## src/rtl/ps2_pkg.sv

```systemverilog
// rtl/ps2_pkg.sv - shared PS/2 constants, decoder state type and frame check helper
package ps2_pkg;

  localparam logic [7:0] PS2_BREAK = 8'hF0;
  localparam logic [7:0] PS2_EXT   = 8'hE0;
  localparam int         FRAME_LEN = 11;
  localparam logic [3:0] LAST_BIT  = 4'(FRAME_LEN - 1);

  typedef enum logic [1:0] {
    ST_IDLE    = 2'd0,
    ST_EXT     = 2'd1,
    ST_BRK     = 2'd2,
    ST_EXT_BRK = 2'd3
  } ps2_state_t;

  // bits = {parity, D7..D0, start} as shifted in; stop is the bit on the final edge
  function automatic logic frame_ok(input logic [9:0] bits, input logic stop);
    return (bits[0] == 1'b0) && (stop == 1'b1) && (^bits[9:1] == 1'b1);
  endfunction

endpackage

```

## src/rtl/ps2_frame_rx.sv

```systemverilog
// rtl/ps2_frame_rx.sv - PS/2 bit-level deserializer with synchronizers, frame check and timeout
module ps2_frame_rx
  import ps2_pkg::*;
#(
  parameter int TIMEOUT_CYCLES = 50000
) (
  input  logic       clk,
  input  logic       rst,
  input  logic       ps2_clk,
  input  logic       ps2_data,
  output logic [7:0] rx_byte,
  output logic       rx_valid,
  output logic       rx_err
);

  localparam int TW = $clog2(TIMEOUT_CYCLES + 1);
  localparam logic [TW-1:0] TIMER_LAST = TW'(TIMEOUT_CYCLES - 1);

  logic          clk_s1, clk_s2, clk_s3;
  logic          data_s1, data_s2;
  logic          fall;
  logic [3:0]    bit_cnt;
  logic [9:0]    shift;
  logic [TW-1:0] timer;
  logic          timed_out;

  // Synchronizers reset high so a reset never fabricates a falling edge
  always_ff @(posedge clk or posedge rst) begin
    if (rst) begin
      clk_s1  <= 1'b1;
      clk_s2  <= 1'b1;
      clk_s3  <= 1'b1;
      data_s1 <= 1'b1;
      data_s2 <= 1'b1;
    end else begin
      clk_s1  <= ps2_clk;
      clk_s2  <= clk_s1;
      clk_s3  <= clk_s2;
      data_s1 <= ps2_data;
      data_s2 <= data_s1;
    end
  end

  assign fall      = clk_s3 & ~clk_s2;
  assign timed_out = (bit_cnt != 4'd0) && !fall && (timer == TIMER_LAST);

  always_ff @(posedge clk or posedge rst) begin
    if (rst) begin
      timer <= '0;
    end else if (fall || bit_cnt == 4'd0 || timed_out) begin
      timer <= '0;
    end else begin
      timer <= timer + 1'b1;
    end
  end

  always_ff @(posedge clk or posedge rst) begin
    if (rst) begin
      bit_cnt  <= 4'd0;
      shift    <= '0;
      rx_byte  <= 8'h00;
      rx_valid <= 1'b0;
      rx_err   <= 1'b0;
    end else begin
      rx_valid <= 1'b0;
      rx_err   <= 1'b0;
      if (fall) begin
        if (bit_cnt == LAST_BIT) begin
          bit_cnt <= 4'd0;
          if (frame_ok(shift, data_s2)) begin
            rx_byte  <= shift[8:1];
            rx_valid <= 1'b1;
          end else begin
            rx_err <= 1'b1;
          end
        end else begin
          shift   <= {data_s2, shift[9:1]};
          bit_cnt <= bit_cnt + 4'd1;
        end
      end else if (timed_out) begin
        bit_cnt <= 4'd0;
      end
    end
  end

endmodule

```

## src/rtl/ps2_key_tracker.sv

```systemverilog
// rtl/ps2_key_tracker.sv - PS/2 keyboard tracker: frame receiver plus make/break/extended decoder
module ps2_key_tracker
  import ps2_pkg::*;
#(
  parameter int TIMEOUT_CYCLES = 50000
) (
  input  logic       clk,
  input  logic       rst,
  input  logic       ps2_clk,
  input  logic       ps2_data,
  output logic [7:0] my_data,
  output logic       pre,
  output logic       preflag,
  output logic       ready,
  output logic       frame_err
);

  logic [7:0] rx_byte;
  logic       rx_valid;
  logic       rx_err;

  ps2_state_t state_q, state_d;
  logic [7:0] data_d;
  logic       pre_d, preflag_d;

  ps2_frame_rx #(
    .TIMEOUT_CYCLES(TIMEOUT_CYCLES)
  ) u_rx (
    .clk     (clk),
    .rst     (rst),
    .ps2_clk (ps2_clk),
    .ps2_data(ps2_data),
    .rx_byte (rx_byte),
    .rx_valid(rx_valid),
    .rx_err  (rx_err)
  );

  always_ff @(posedge clk or posedge rst) begin
    if (rst) begin
      state_q <= ST_IDLE;
    end else if (rx_valid) begin
      state_q <= state_d;
    end
  end

  always_comb begin
    state_d = state_q;
    unique case (state_q)
      ST_IDLE: begin
        if (rx_byte == PS2_EXT)        state_d = ST_EXT;
        else if (rx_byte == PS2_BREAK) state_d = ST_BRK;
        else                           state_d = ST_IDLE;
      end
      ST_EXT: begin
        if (rx_byte == PS2_BREAK)      state_d = ST_EXT_BRK;
        else if (rx_byte == PS2_EXT)   state_d = ST_EXT;
        else                           state_d = ST_IDLE;
      end
      ST_BRK, ST_EXT_BRK: state_d = ST_IDLE;
      default:            state_d = ST_IDLE;
    endcase
  end

  // Next output values; prefixes leave the held-key flags untouched
  always_comb begin
    data_d    = my_data;
    pre_d     = pre;
    preflag_d = preflag;
    unique case (state_q)
      ST_IDLE, ST_EXT: begin
        if (rx_byte == PS2_BREAK) begin
          data_d = PS2_BREAK;
        end else if (rx_byte != PS2_EXT) begin
          data_d    = rx_byte;
          pre_d     = 1'b1;
          preflag_d = (state_q == ST_EXT);
        end
      end
      ST_BRK, ST_EXT_BRK: begin
        data_d    = rx_byte;
        pre_d     = 1'b0;
        preflag_d = 1'b0;
      end
      default: ;
    endcase
  end

  always_ff @(posedge clk or posedge rst) begin
    if (rst) begin
      my_data   <= 8'h00;
      pre       <= 1'b0;
      preflag   <= 1'b0;
      ready     <= 1'b0;
      frame_err <= 1'b0;
    end else begin
      ready     <= rx_valid;
      frame_err <= rx_err;
      if (rx_valid) begin
        my_data <= data_d;
        pre     <= pre_d;
        preflag <= preflag_d;
      end
    end
  end

endmodule
```

## config.mk

```make
export PLATFORM = sky130hd
export DESIGN_NAME = ps2_key_tracker
export DESIGN_NICKNAME = d
export VERILOG_FILES = /design/src/rtl/ps2_pkg.sv /design/src/rtl/ps2_frame_rx.sv /design/src/rtl/ps2_key_tracker.sv
export SDC_FILE = /design/constraint.sdc
export NUM_CORES = 1
export LEC_CHECK = 0
export BUFFER_PORTS_ARGS = -buffer_cell sky130_fd_sc_hd__buf_2
export CORE_MARGIN = 1
export CORE_UTILIZATION = 52
export CTS_CLUSTER_DIAMETER = 100
export CTS_CLUSTER_SIZE = 20
export DETAILED_ROUTE_END_ITERATION = 12
export PLACE_DENSITY = 0.7
export SYNTH_ARGS = -nofsm -noshare
export SYNTH_HDL_FRONTEND = slang
export SYNTH_SLANG_ARGS = --single-unit
```

## constraint.sdc

```tcl
create_clock -name clk -period 3.2 [get_ports clk]
set_input_delay 0.16 -clock clk [delete_from_list [all_inputs] [get_ports clk]]
set_output_delay 0.16 -clock clk [all_outputs]
set_load 0.02 [all_outputs]
```

==> results.cfg, run 1 <==
[worst_hold_path]
min_path_type = reg -> reg
min_path_cells = 0

[floorplan]
chipWidth_um = 72.49
fp.dieH_um = 72.49
pin_count = 16
die_area_um2 = 5255
start_util = 0.5434
core-area_um2 = 4755
rows = 25

[critical_path]
crit_slowest_cell = xnor3_1
crit_path_cell_trace = xor2_1 -> xnor3_1 -> mux2i_4 -> mux2_2
crit_fanout = 9
reg2reg_depth = 4
worstSetupEndpointType = register
path_delay_family = multiplexers
worst-setup-path-type = reg -> reg
slowest_delay_ns = 0.47
cp-start-kind = register
arrival_ns = 2.19
crit_required_ns = 3.41
cp.depth = 4
path_buf_inv = 0

[detailed_routing]
drt_drc_violations_left = 0
wl_met3_um = 101
routed_wl_mm = 4.207
vias = 1737
viasPerCell = 5.280
drtIter0Drc = 120
wl_met2_mm = 1.924
ant_nets = 0
top_layer = met4
wl_met1_mm = 2.072
post_drt_wl_per_cell_um = 12.79
first_pass_iters = 4

[grt]
grt_max_degree = 25
grt_overflow = 0
grt_pass1_vias = 1674
antenna_found_initial = 0
gr-usage-all-layers = 0.1882
grt_pass1_wl_mm = 7.334

[layout]
regArea_um2 = 1483
drive_gt1_frac = 0.2214
multiInputGateArea_um2 = 1028
area_growth_pct = 16.71
fin_util = 0.6342
fill_cells = 393
nNetsFinal = 265
antennaDiodeCount = 0

[logic_synthesis]
synth_top_area_cell = dfrtp_1
syn_nets = 238
synthTopCellsByArea = dfrtp_1 52%, mux2_2 6.1%, nand2_1 5.5%
synth_commonest_cells = 54 x dfrtp_1, 38 x nand2_1, 14 x inv_1, 14 x mux2_2, 14 x nor2_1
async_flop_share = 1.000
synth_area_um2 = 2584
synth-edff-count = 0
synthCells = 230
yosys_warnings = 0
avgSynthCellArea_um2 = 11.23
synthDominantCellAreaShare = 0.5230
synth_seq_cells = 59
yosysMostFrequentCell = dfrtp_1
seq_area_frac_synth = 0.5738
synthFlopType = dfrtp_1
yosysUniqueCellTypes = 44

[timing]
relSlewSlack = 0.5099
period_needed_ns = 1.977
tightest_slew_ns = 0.7347
final-hold-violation-count = 0
finalSetupTns_ns = 0
final-setup-viol-count = 0
hold_slack_ns = 0.3486
finClkSkew_ns = 0.007499
report.final.slew_viol_count = 0
grt_setup_unrepaired = false
post-route-period-util = 0.6177
max_freq_mhz = 505.9
final.setup.worst_slack_ns = 1.223

[clocking]
cts_max_path_buffers = 2
cts_tree = yes
cts_resized = 0
cts.clk_slew.worst_paths_ns = 0.07
cts_root_buffer = clkbuf_8
insertion_delay_ns = 0.33
cts_max_level = 3
cts_sinks = 59
cts_made_buffers = 9

[power]
ir_drop_mv = 0.4641
p_leak_nw = 1.447
powerDensity_nw_per_um2 = 703.0
power.total_mw = 2.120

[placed_design]
gp_congestion = 0.7305
hpwl_mm = 2.774
place_ws_ns = 1.223
io_buffers = 15

[run_status]
status = finished, final reports clean

[run]
cap_violations = 0
## where the power goes
part           internal, mW  switching (mW)
combinational         0.188           0.191
sequential            0.839          0.0925
clock                 0.515           0.295
## area by class of cell
cell class,count,share of cell area
Multi-Input combinational cell,152,0.3411
Clock buffer,9,0.04108
Clock inverter,7,0.03859
Tap cell,67,0.02780
Timing Repair Buffer,21,0.04232
Sequential cell,59,0.4917
Inverter,14,0.01743
## cell usage in the layout (no fill, tap or decap), types with 6 or more instances in the layout
| master | synthesis | routed |
|---|---|---|
| mux2_2 | 14 | 14 |
| nand2_1 | 38 | 38 |
| nor2_1 | 14 | 14 |
| nand4_1 | 6 | 6 |
| nand3_1 | 6 | 6 |
| a21oi_1 | 8 | 8 |
| clkbuf_8 | 0 | 9 |
| buf_2 | 1 | 15 |
| dfrtp_1 | 54 | 54 |
| xnor2_1 | 10 | 10 |
| inv_1 | 14 | 13 |
## what timing repair did
item                                   in CTS  in global routing
setup endpoints to repair                   0                  0
hold buffers                                3                  0
endpoints found under the hold margin      24                  0
setup buffers                               0                  0
## final timing paths
kind / startpoint / endpoint / slack (ns)
setup reg to reg: u_rx.shift[9] / u_rx.rx_byte[2] / 1.22
max in group asynchronous: rst / u_rx.data_s2 / 2.11
hold reg to reg: u_rx.rx_err / frame_err / 0.35
setup / recovery: u_rx.shift[9] / u_rx.rx_byte[2] / 1.22
min in group asynchronous: rst / my_data[7] / 0.40
hold / removal: u_rx.rx_err / frame_err / 0.35
## metrics by stage
stage               std cells  cell area [um2]
finish                    329             3015
global route              329             3015
CTS                       329             3015
detailed placement        310             2745
global placement          310             2745
floorplan                 230             2584
## logic make-up after synthesis
kind of cell / after synthesis / share of synthesized area
compound gates: 23 / 0.05521
fa+ha+maj: 4 / 0.01937
simple gates: 91 / 0.1768
flops: 59 / 0.5739
buf+inv: 19 / 0.02808
mux: 17 / 0.07796
xor+xnor: 17 / 0.06876
## registers in the layout (all words and copies together) (netlist names), 2 cells and up
signal / cells
u_rx.timer: 16
state_q: 2
u_rx.rx_byte: 8
u_rx.shift: 10
u_rx.bit_cnt: 4
my_data: 8
## routing by layer
| metal | vias up | GRT usage |
|---|---|---|
| met5 | - | 0 |
| met4 | 0 | 0.1111 |
| met3 | 9 | 0.04583 |
| met2 | 21 | 0.2991 |
| met1 | 865 | 0.2341 |
| li1 | 842 | - |
Note: power is estimated with default switching activity, not from simulation.
==> run 2: changes to the inputs <==
==> constraint.sdc (replaced) <==
create_clock -name clk -period 2 [get_ports clk]
set_input_delay 0.1 -clock clk [delete_from_list [all_inputs] [get_ports clk]]
set_output_delay 0.1 -clock clk [all_outputs]
set_load 0.02 [all_outputs]
==> results.cfg, run 2 (same netlist as run 1, synthesis figures left out) <==
[power]
p_comb_frac = 0.208
power.total_mw = 3.115
swShare = 0.2934
p_sw_mw = 0.9141
p_leak_nw = 1.459
power_frac_clock = 0.313
p_int_mw = 2.201
ir_drop_mv = 0.4718
pwr-share-seq = 0.479
powerDensity_nw_per_um2 = 1030

[critical_path]
critPathLaunch = u_rx.shift[3]
worst-setup-path-type = reg -> reg
arrival_ns = 2.11
worstSetupEndpointType = register
crit_required_ns = 2.21
reg2reg_to = u_rx.rx_byte[2]
cp-endpoint = u_rx.rx_byte[2]
crit_fanout = 9
crit-reg2reg-launch = u_rx.shift[3]
cp-start-kind = register
r2r_setup_slack_ns = 0.1
reg2reg_depth = 5

[run_status]
status = finished, final reports clean

[timing]
post-route-period-util = 0.9518
period_needed_ns = 1.904
finalSetupTns_ns = 0
grt_setup_unrepaired = true
finClkSkew_ns = 0.003348
tightest_slew_ns = 0.5027
relSlewSlack = 0.6644
report.final.slew_viol_count = 0
final-hold-violation-count = 0
final-setup-viol-count = 0
final.setup.worst_slack_ns = 0.09639
max_freq_mhz = 525.3

[layout]
largest_register_ffs = 16
top_register = u_rx.timer
final_cell_mix = 54 x dfrtp_1, 38 x nand2_1, 15 x buf_2
regArea_um2 = 1483
nNetsFinal = 270
drive_gt1_frac = 0.2368
area_growth_pct = 17.05
reg_top3 = u_rx.timer x16, u_rx.shift x10
multiInputGateArea_um2 = 1036
antennaDiodeCount = 0
final_common_cell = dfrtp_1
fill_cells = 409
design_area_um2 = 3024

[floorplan]
die_area_um2 = 5255
start_util = 0.5434
core-area_um2 = 4755
chipWidth_um = 72.49
rows = 25
pin_count = 16
fp.dieH_um = 72.49

[detailed_routing]
ant_nets = 0
viasPerCell = 5.186
drt_drc_violations_left = 0
routed_wl_mm = 4.378
first_pass_iters = 4
vias = 1727
drtIter0Drc = 96
post_drt_wl_per_cell_um = 13.15

[clocking]
insertion_delay_ns = 0.33
cts_max_level = 3
cts_sinks = 59
cts.clk_slew.worst_paths_ns = 0.06
cts_made_buffers = 9
cts_root_buffer = clkbuf_8
cts_max_path_buffers = 2
cts_tree = yes

[grt]
antenna_found_initial = 0
grt_overflow = 0
gr-usage-all-layers = 0.1942
grt_pass1_wl_mm = 7.534
grt_max_degree = 38
grt_pass1_vias = 1682

[placed_design]
io_buffers = 15
hpwl_mm = 3.004
gp_congestion = 0.7264
place_ws_ns = -0.02800
dpl-instance-area_um2 = 2788

[worst_hold_path]
min_path_type = in -> async

[run]
cap_violations = 0
[run 2: cell types whose count changed in the layout (fill, tap and decap cells not counted), moves of 2 or more]
cell,change
buf_4,+3
bufinv_16,-3
clkbuf_8,+3
buf_12,+2
[run 2: worst min path at each step]
stage | from | to | slack [ns] | cells past startpoint
2_1_floorplan | ps2_clk | u_rx.clk_s1 | 0.10 | 0
3_3_place_gp | rst | state_q[0] | 0.16 | 2
3_5_place_dp | rst | preflag | 0.17 | 2
4_1_cts | rst | state_q[1] | 0.35 | 3
5_1_grt | u_rx.clk_s1 | u_rx.clk_s2 | 0.36 | 0
6_report | rst | u_rx.timer[10] | 0.34 | 3
[run 2: repair_timing]
action / CTS / global route
setup endpoints to repair: 8 / 9
hold endpoints to repair: 24 / 0
hold buffers: 3 / 0
resized for setup: 0 / 3
buffers inserted: 1 / 0
[run 2: final cells by class]
class | instances | area share
Clock buffer | 13 | 0.05585
Tap cell | 67 | 0.02772
Inverter | 14 | 0.01738
Clock inverter | 2 | 0.003310
Timing Repair Buffer | 26 | 0.06289
Sequential cell | 59 | 0.4903
Multi-Input combinational cell | 152 | 0.3426
[run 2: power by group through the flow]
| stage | clock [mW] | sequential, mW | combinational [mW] |
|---|---|---|---|
| after global placement | 0 | 1.51 | 0.608 |
| after CTS | 0.998 | 1.49 | 0.649 |
| after global routing | 1.05 | 1.51 | 0.732 |
| final | 0.976 | 1.49 | 0.648 |
| after floorplan | 0 | 1.48 | 0.500 |
| after detailed placement | 0 | 1.51 | 0.636 |
[run 2: metrics by stage]
step | utilization | instances | hold WS (ns)
global placement | 0.5863 | 314 | 0.1636
global route | 0.6361 | 333 | 0.3602
finish | 0.6361 | 333 | 0.3407
floorplan | - | 230 | 0.1045
detailed placement | 0.5863 | 314 | 0.1665
CTS | 0.6345 | 333 | 0.3545
[run 2: critical path, cell delays in order, from the launching register on]
cell     delay (ns)
dfrtp_1        0.41
xnor2_1        0.25
xnor3_2        0.44
mux2i_4        0.20
buf_12         0.15
mux2_2         0.34
[run 2: per-layer routing]
layer	share of wire	global-route usage	up-vias	wire length, um
met3	0.029	0.04583	13	127
met5	0	0	-	0
met4	0.025	0.1242	0	108
met1	0.49	0.2553	828	2124
li1	-	-	852	-
met2	0.46	0.2897	34	2017
